==> src/rtl/exe_stage_pkg.sv <==
// Shared state type and default constants for the multi-cycle execute stage.
package exe_stage_pkg;

    typedef enum logic [1:0] {
        S_IDLE = 2'd0,
        S_EXEC = 2'd1,
        S_HOLD = 2'd2
    } state_t;

    localparam logic [31:0] DEF_BRANCH_MAGIC = 32'hCAFEBABE;
    localparam int          DEF_RW_OPC_LSB   = 26;
    localparam int          DEF_RW_OPC_W     = 6;
    localparam int          DEF_RW_OPC_VAL   = 0;

    // Counter width able to hold LATENCY-1; never zero bits wide.
    function automatic int cnt_width(input int lat);
        return (lat > 1) ? $clog2(lat) : 1;
    endfunction

endpackage

==> src/rtl/exe_latency_cnt.sv <==
// Loadable down-counter with zero flag; saturates at zero so it never wraps.
module exe_latency_cnt #(
    parameter int W = 4
) (
    input  logic         clk,
    input  logic         rst_n,
    input  logic         i_load,
    input  logic [W-1:0] i_load_val,
    input  logic         i_dec,
    output logic         o_zero
);

    logic [W-1:0] r_cnt;

    always_ff @(posedge clk or negedge rst_n) begin
        if (!rst_n)
            r_cnt <= '0;
        else if (i_load)
            r_cnt <= i_load_val;
        else if (i_dec && (r_cnt != '0))
            r_cnt <= r_cnt - 1'b1;
    end

    assign o_zero = (r_cnt == '0);

endmodule

==> src/rtl/exe_stage_mc.sv <==
// Multi-cycle execute stage: req/ack in, done/done_ack out, fixed LATENCY.
// Optional flush input enabled by defining EXE_STAGE_MC_FLUSH_EN.
module exe_stage_mc
    import exe_stage_pkg::*;
#(
    parameter int          DATA_W       = 32,
    parameter int          LATENCY      = 15,
    parameter logic [31:0] BRANCH_MAGIC = DEF_BRANCH_MAGIC,
    parameter int          RW_OPC_LSB   = DEF_RW_OPC_LSB,
    parameter int          RW_OPC_W     = DEF_RW_OPC_W,
    parameter int          RW_OPC_VAL   = DEF_RW_OPC_VAL
) (
    input  logic              clk,
    input  logic              rst_n,
`ifdef EXE_STAGE_MC_FLUSH_EN
    input  logic              flush,
`endif
    input  logic              req,
    input  logic [DATA_W-1:0] instruction,
    output logic              ack,
    output logic              done,
    input  logic              done_ack,
    output logic              qual_branch,
    output logic              qual_regwrite,
    output logic              busy
);

    localparam int                   CNT_W    = cnt_width(LATENCY);
    localparam logic [CNT_W-1:0]     CNT_LOAD = CNT_W'(LATENCY - 1);
    localparam logic [DATA_W-1:0]    MAGIC    = DATA_W'(BRANCH_MAGIC);
    localparam logic [RW_OPC_W-1:0]  OPC      = RW_OPC_W'(RW_OPC_VAL);

    state_t              r_state;
    state_t              w_state_nxt;
    logic [DATA_W-1:0]   r_instr;
    logic                r_qual_br;
    logic                r_qual_rw;
    logic                w_flush;
    logic                w_ack;
    logic                w_accept;
    logic                w_to_hold;
    logic                w_cnt_zero;

`ifdef EXE_STAGE_MC_FLUSH_EN
    assign w_flush = flush;
`else
    assign w_flush = 1'b0;
`endif

    always_ff @(posedge clk or negedge rst_n) begin
        if (!rst_n)
            r_state <= S_IDLE;
        else
            r_state <= w_state_nxt;
    end

    always_comb begin
        w_state_nxt = r_state;
        w_ack       = 1'b0;
        w_to_hold   = 1'b0;
        case (r_state)
            S_IDLE: begin
                w_ack = 1'b1;
                if (req)
                    w_state_nxt = S_EXEC;
            end
            S_EXEC: begin
                if (w_cnt_zero) begin
                    w_state_nxt = S_HOLD;
                    w_to_hold   = 1'b1;
                end
            end
            S_HOLD: begin
                // Consume and accept in the same cycle for zero-bubble issue.
                if (done_ack) begin
                    w_ack       = 1'b1;
                    w_state_nxt = req ? S_EXEC : S_IDLE;
                end
            end
            default: w_state_nxt = S_IDLE;
        endcase
        if (w_flush) begin
            w_ack       = 1'b0;
            w_to_hold   = 1'b0;
            w_state_nxt = S_IDLE;
        end
    end

    assign w_accept = req && w_ack;

    always_ff @(posedge clk or negedge rst_n) begin
        if (!rst_n) begin
            r_instr   <= '0;
            r_qual_br <= 1'b0;
            r_qual_rw <= 1'b0;
        end else begin
            if (w_accept)
                r_instr <= instruction;
            if (w_flush) begin
                r_qual_br <= 1'b0;
                r_qual_rw <= 1'b0;
            end else if (w_to_hold) begin
                r_qual_br <= (r_instr == MAGIC);
                r_qual_rw <= (r_instr[RW_OPC_LSB +: RW_OPC_W] == OPC);
            end
        end
    end

    exe_latency_cnt #(
        .W (CNT_W)
    ) u_cnt (
        .clk        (clk),
        .rst_n      (rst_n),
        .i_load     (w_accept),
        .i_load_val (CNT_LOAD),
        .i_dec      (r_state == S_EXEC),
        .o_zero     (w_cnt_zero)
    );

    assign ack           = w_ack;
    assign done          = (r_state == S_HOLD);
    assign busy          = (r_state != S_IDLE);
    assign qual_branch   = r_qual_br;
    assign qual_regwrite = r_qual_rw;

endmodule

==> config.mk <==
export PLATFORM = sky130hd
export DESIGN_NAME = exe_stage_mc
export DESIGN_NICKNAME = d
export VERILOG_FILES = /design/src/rtl/exe_stage_pkg.sv /design/src/rtl/exe_latency_cnt.sv /design/src/rtl/exe_stage_mc.sv
export SDC_FILE = /design/constraint.sdc
export NUM_CORES = 1
export LEC_CHECK = 0
export ABC_AREA = 1
export CORE_UTILIZATION = 43
export CTS_CLUSTER_DIAMETER = 80
export DETAILED_ROUTE_END_ITERATION = 7
export PLACE_DENSITY = 0.73
export SKIP_CTS_REPAIR_TIMING = 1
export SLEW_MARGIN = 20
export SYNTH_ARGS = -nofsm -noshare
export SYNTH_HDL_FRONTEND = slang
export SYNTH_SLANG_ARGS = --single-unit
==> constraint.sdc <==
create_clock -name clk -period 1.34 [get_ports clk]
set_input_delay 0.402 -clock clk [delete_from_list [all_inputs] [get_ports clk]]
set_output_delay 0.402 -clock clk [all_outputs]
set_load 0.01 [all_outputs]
* Word level (Yosys, flattened, before mapping) *
Cells that the tools add are included.

operators by class
  mux-type cells = 11
  $mul = 0
  eq/ne operators = 6
  shifts and indexed selects = 0
  bitwise gates (word level) = 0
  add/subtract/negate cells = 1
  divide/modulo/power cells = 0
  magnitude comparators = 0
  reduce and logical (&&, ||, !) cells = 9

operators by type and width
  cell                                                                 count
  32-bit == test (second input constant)                               1
  4-bit two-way mux                                                    2
  6-bit logical NOT                                                    1
  2-bit two-way mux                                                    3
  2-bit one-hot mux with 3 select lines                                1
  4-bit logical NOT                                                    1
  1-bit two-way mux                                                    4
  2-bit != test (second input constant)                                2
  2-bit nonzero test                                                   2
  4-bit nonzero test                                                   1
  4-bit by 1-bit subtractor with 4-bit output (second input constant)  1
  3-bit AND reduction                                                  1
  2-bit by 1-bit == test with 1-bit output (second input constant)     1
  2-bit == test (second input constant)                                1
  1-bit logical AND                                                    2
  2-bit logical NOT                                                    1
  2-bit by 1-bit != test with 1-bit output (second input constant)     1
  1-bit one-hot mux with 2 select lines                                1

word-level totals
  memories = 0
  bits in writable memories = 0
  register bits = 40
  output and inout bits = 5
  latch bits = 0
  word-level logic and storage cells = 32
  memory bits (read-only) = 0

* Logic depth before layout (Yosys ltp) *
  word-level depth = 4
  depth in mapped cells = 7
  depth with buffers taken out = 7

* Modules after synthesis *
From an unflattened synthesis, not the netlist that was laid out.

unflattened totals
  cells, all modules = 233
  area total of the unflattened synthesis = 1838.0 sq um

modules (own cells, without submodules)
  module           instances  area an instance (sq um)  cells each
  exe_stage_mc     1          1542.7                    187
  exe_latency_cnt  1          295.3                     46

* Least setup slack after synthesis *
Ideal clock, no wire load.

  path kind = input -> output
  start point = input port done_ack
  end point = output port ack
  required time = 938 ps
  setup slack = 71 ps
  cell stages on the path = 3
  arrival time = 867 ps
  cells stage by stage = inv_1 > a21oi_1 > buf_2

on the way
  longest elaborated chain between the ends = 2

RTL lines
  element                                line                source
  start, declared                        exe_stage_mc.sv:22  input logic done_ack,
  1-bit two-way mux                      exe_stage_mc.sv:75  if (done_ack) begin
  1-bit one-hot mux with 2 select lines  exe_stage_mc.sv:61  case (r_state)
  end, declared                          exe_stage_mc.sv:20  output logic ack,

No other way between the ends.

* Worst setup path in the final report *
  start point = register r_state[1]
  end point = output port ack

on the way
  longest elaborated chain between the ends = 2
  elaborated cells on any way between the ends = 3
  classes of those cells = eq/ne (1); mux (1); reduce/logical (1)

RTL lines
  element                                             line                source
  start, declared                                     exe_stage_mc.sv:33  state_t r_state;
  start signal, assigned                              exe_stage_mc.sv:54  r_state <= w_state_nxt;
  2-bit == test or 2-bit logical NOT (tied branches)  exe_stage_mc.sv:61
  1-bit one-hot mux with 2 select lines *             exe_stage_mc.sv:61

Every way passes the cells marked *; elsewhere a longest branch is shown, timed or not.

==> flow_metrics.tcl <==
set metrics [dict create \
    track_usage_pct 18.6 \
    clock_path_buffers 2 \
    fillers 282 \
    diodes 0 \
    power_density_mw_per_mm2 1860 \
    vias 1687 \
    maxCapViolCount 0 \
    synth_simple_gate_area_share_pct 30.7 \
    dieWidth_um 65.9 \
    htreeDepth 2 \
    clk_pin_slew_ns 0.07 \
    grt_max_degree 41 \
    syn_avg_cell_area_um2 8.09 \
    cts-root-buf "clkbuf_8" \
    seq_area_frac_synth_pct 57.0 \
    max_slew_margin_pct 80.1 \
    synth_top_family_by_area "simple AND/OR/NAND/NOR gates" \
    worstMarginPinSlew_ns 0.298 \
    first_pass_iters 4 \
    final_antenna_net_count 0 \
    ys_types 15 \
    synth_compound_area_share_pct 4.42 \
    port_buffers 40 \
    wl_per_cell_um 14.3 \
    period_needed_ns 1.52 \
    worstSetupStartpointType "flop" \
    cts.sinks 40 \
    switching_power_w 0.00203 \
    setup_ws_ns -0.181 \
    ioPinCount 41 \
    worstPathRequired_ns 0.94 \
    holdWs_ns 0.0645 \
    synth_xor_area_share_pct 0 \
    r2r_cells 8 \
    pwr-share-comb_pct 45.2 \
    power.total_w 0.00532 \
    min_path_type "in2async" \
    area_growth_pct 63.2 \
    p_sw_share_pct 38.1 \
    synth_area_mm2 0.00176 \
    post-route-period-util_pct 114 \
    grt_setup_unrepaired "yes" \
    cts_tree "yes" \
    dieArea_mm2 0.00434 \
    yosys-mux-area-fraction_pct 0 \
    skew_ns 0.00705 \
    synth-seq-cells 40 \
    critPathKind "reg2out" \
    core_mm2 0.00380 \
    overflow 0 \
    grt_antenna_before_repair 0 \
    synth_fa_ha_area_share_pct 0.713 \
    cts_inserted_buffers 5 \
    synth_cells 217 \
    ys.warnings.count 0 \
    fmax_ghz 0.657 \
    clock_power_share_pct 15.3 \
    setup_viol 25 \
    finalWeightedCongestion 0.751 \
    die_y_um 65.9 \
    start_util_pct 46.2 \
    peakVddDrop_mv 0.995 \
    rows 22 \
    grt_pass1_vias 1429 \
    critPathMaxFanout 2 \
    p_leak_nw 1.38 \
    maxSlewViolCount 0 \
    syn_nets 254 \
    status "finished with violations" \
    nNetsFinal 316 \
    worstPathArrival_ns 1.12 \
    p_int_w 0.00329 \
    finalHoldViolations 0 \
    dp_hpwl_um 2490 \
    violations "negative setup slack" \
    drtIter0Drc 98 \
    wl_um 4700 \
    p_seq_share_pct 39.5 \
    worstSkewPairLatency_ns 0.29 \
    viasPerCell 5.14 \
    grt_pass1_wl_um 5990 \
    drive_above_1_share_pct 33.6 \
    drc 0 \
    cp-end-kind "output port" \
]
## cells in the final DEF, fill, tap and decap left out, types with 2 or more instances in the layout
cell type	Yosys	routed
nor2_4	0	13
dfrtp_1	40	40
inv_1	20	14
buf_2	4	2
nand2_2	0	21
nand3_1	31	27
inv_4	0	2
dlymetal6s2s_1	0	4
nand2_1	73	48
buf_4	3	6
nand3_4	0	3
clkbuf_8	0	6
clkbuf_1	2	2
clkbuf_16	0	3
buf_6	0	13
clkdlybuf4s50_1	0	32
a21oi_1	12	3
inv_2	0	4
nand2_4	0	4
buf_12	0	2
a21oi_2	0	8
nand3_2	0	2
nor2_1	25	12
## per-layer routing
| metal | global-route usage (%) | vias to the layer above | part of all wire, % |
|---|---|---|---|
| li1 | - | 806 | - |
| met1 | 20.8 | 810 | 41 |
| met2 | 32.7 | 57 | 52 |
| met3 | 5.69 | 14 | 4.5 |
| met4 | 7.07 | 0 | 2.9 |
| met5 | 0 | - | 0 |
## power by group through the flow
stage	clock network (W)	registers [W]	logic [W]
floorplan	0	0.00196	0.00102
global placement	0	0.00199	0.00147
detailed placement	0	0.00202	0.00154
CTS	0.000837	0.00200	0.00155
global route	0.000890	0.00214	0.00263
finish	0.000813	0.00210	0.00241
## final timing paths
kind	from	to	slack [ns]
worst max-delay path	r_state[1]	ack	-0.18
max in group asynchronous	rst_n	r_instr[13]	1.07
worst min register to register	qual_regwrite	qual_regwrite	0.48
min in group clk	done_ack	r_state[1]	0.43
worst min-delay path	rst_n	r_state[1]	0.06
worst max register to register	r_state[0]	u_cnt.r_cnt[0]	-0.06
## state kept, by name, summed over array words and instances (netlist names)
register / cells
r_instr: 32
u_cnt.r_cnt: 4
r_state: 2
qual_branch: 1
qual_regwrite: 1
## kinds of logic after synthesis
family | count (synthesis)
AOI/OAI and AO/OA | 15
buffers and inverters | 29
and+or+nand+nor | 132
adders and majority gates | 1
DFF | 40
## through the flow
step                setup slack [ns]  instance area [um2]  setup TNS [ns]  std cells  util (%)
CTS                           -0.831                 2360           -3.58        315      62.1
detailed placement            -0.809                 2270          -11.97        307      59.7
floorplan                     0.0710                 1760               0        217         -
finish                        -0.181                 2860           -1.02        328      75.4
global route                  -0.213                 2860           -2.03        328      75.4
global placement              -0.833                 2270          -12.42        307      59.7
## final cells by class
type / instances / area (um2) / area share, %
Inverter: 20 / 80.1 / 2.80
Tap cell: 48 / 60.1 / 2.10
Multi-Input combinational cell: 149 / 931 / 32.5
Timing Repair Buffer: 63 / 702 / 24.5
Clock buffer: 8 / 90.1 / 3.15
Sequential cell: 40 / 1000 / 34.9
## critical path, cell delays in order, from the launching register on
cell and delay [ns]:
dfrtp_1 0.40, buf_4 0.15, a21oi_4 0.15, buf_6 0.12
## synthesized netlist by cell type
cell      number  share of area, %
buf_2          4               1.1
ha_1           1              0.71
o21ai_1        1              0.28
nand2_1       73                16
nand4_1        1              0.36
a21oi_1       12               3.4
inv_1         20               4.3
o211ai_1       1              0.43
nor2_1        25               5.3
dfrtp_1       40                57
nand3_1       31               8.8
buf_4          3               1.3
clkbuf_1       2              0.43
nor3_1         2              0.57
o21ai_0        1              0.28
Note: power is estimated with default switching activity, not from simulation.
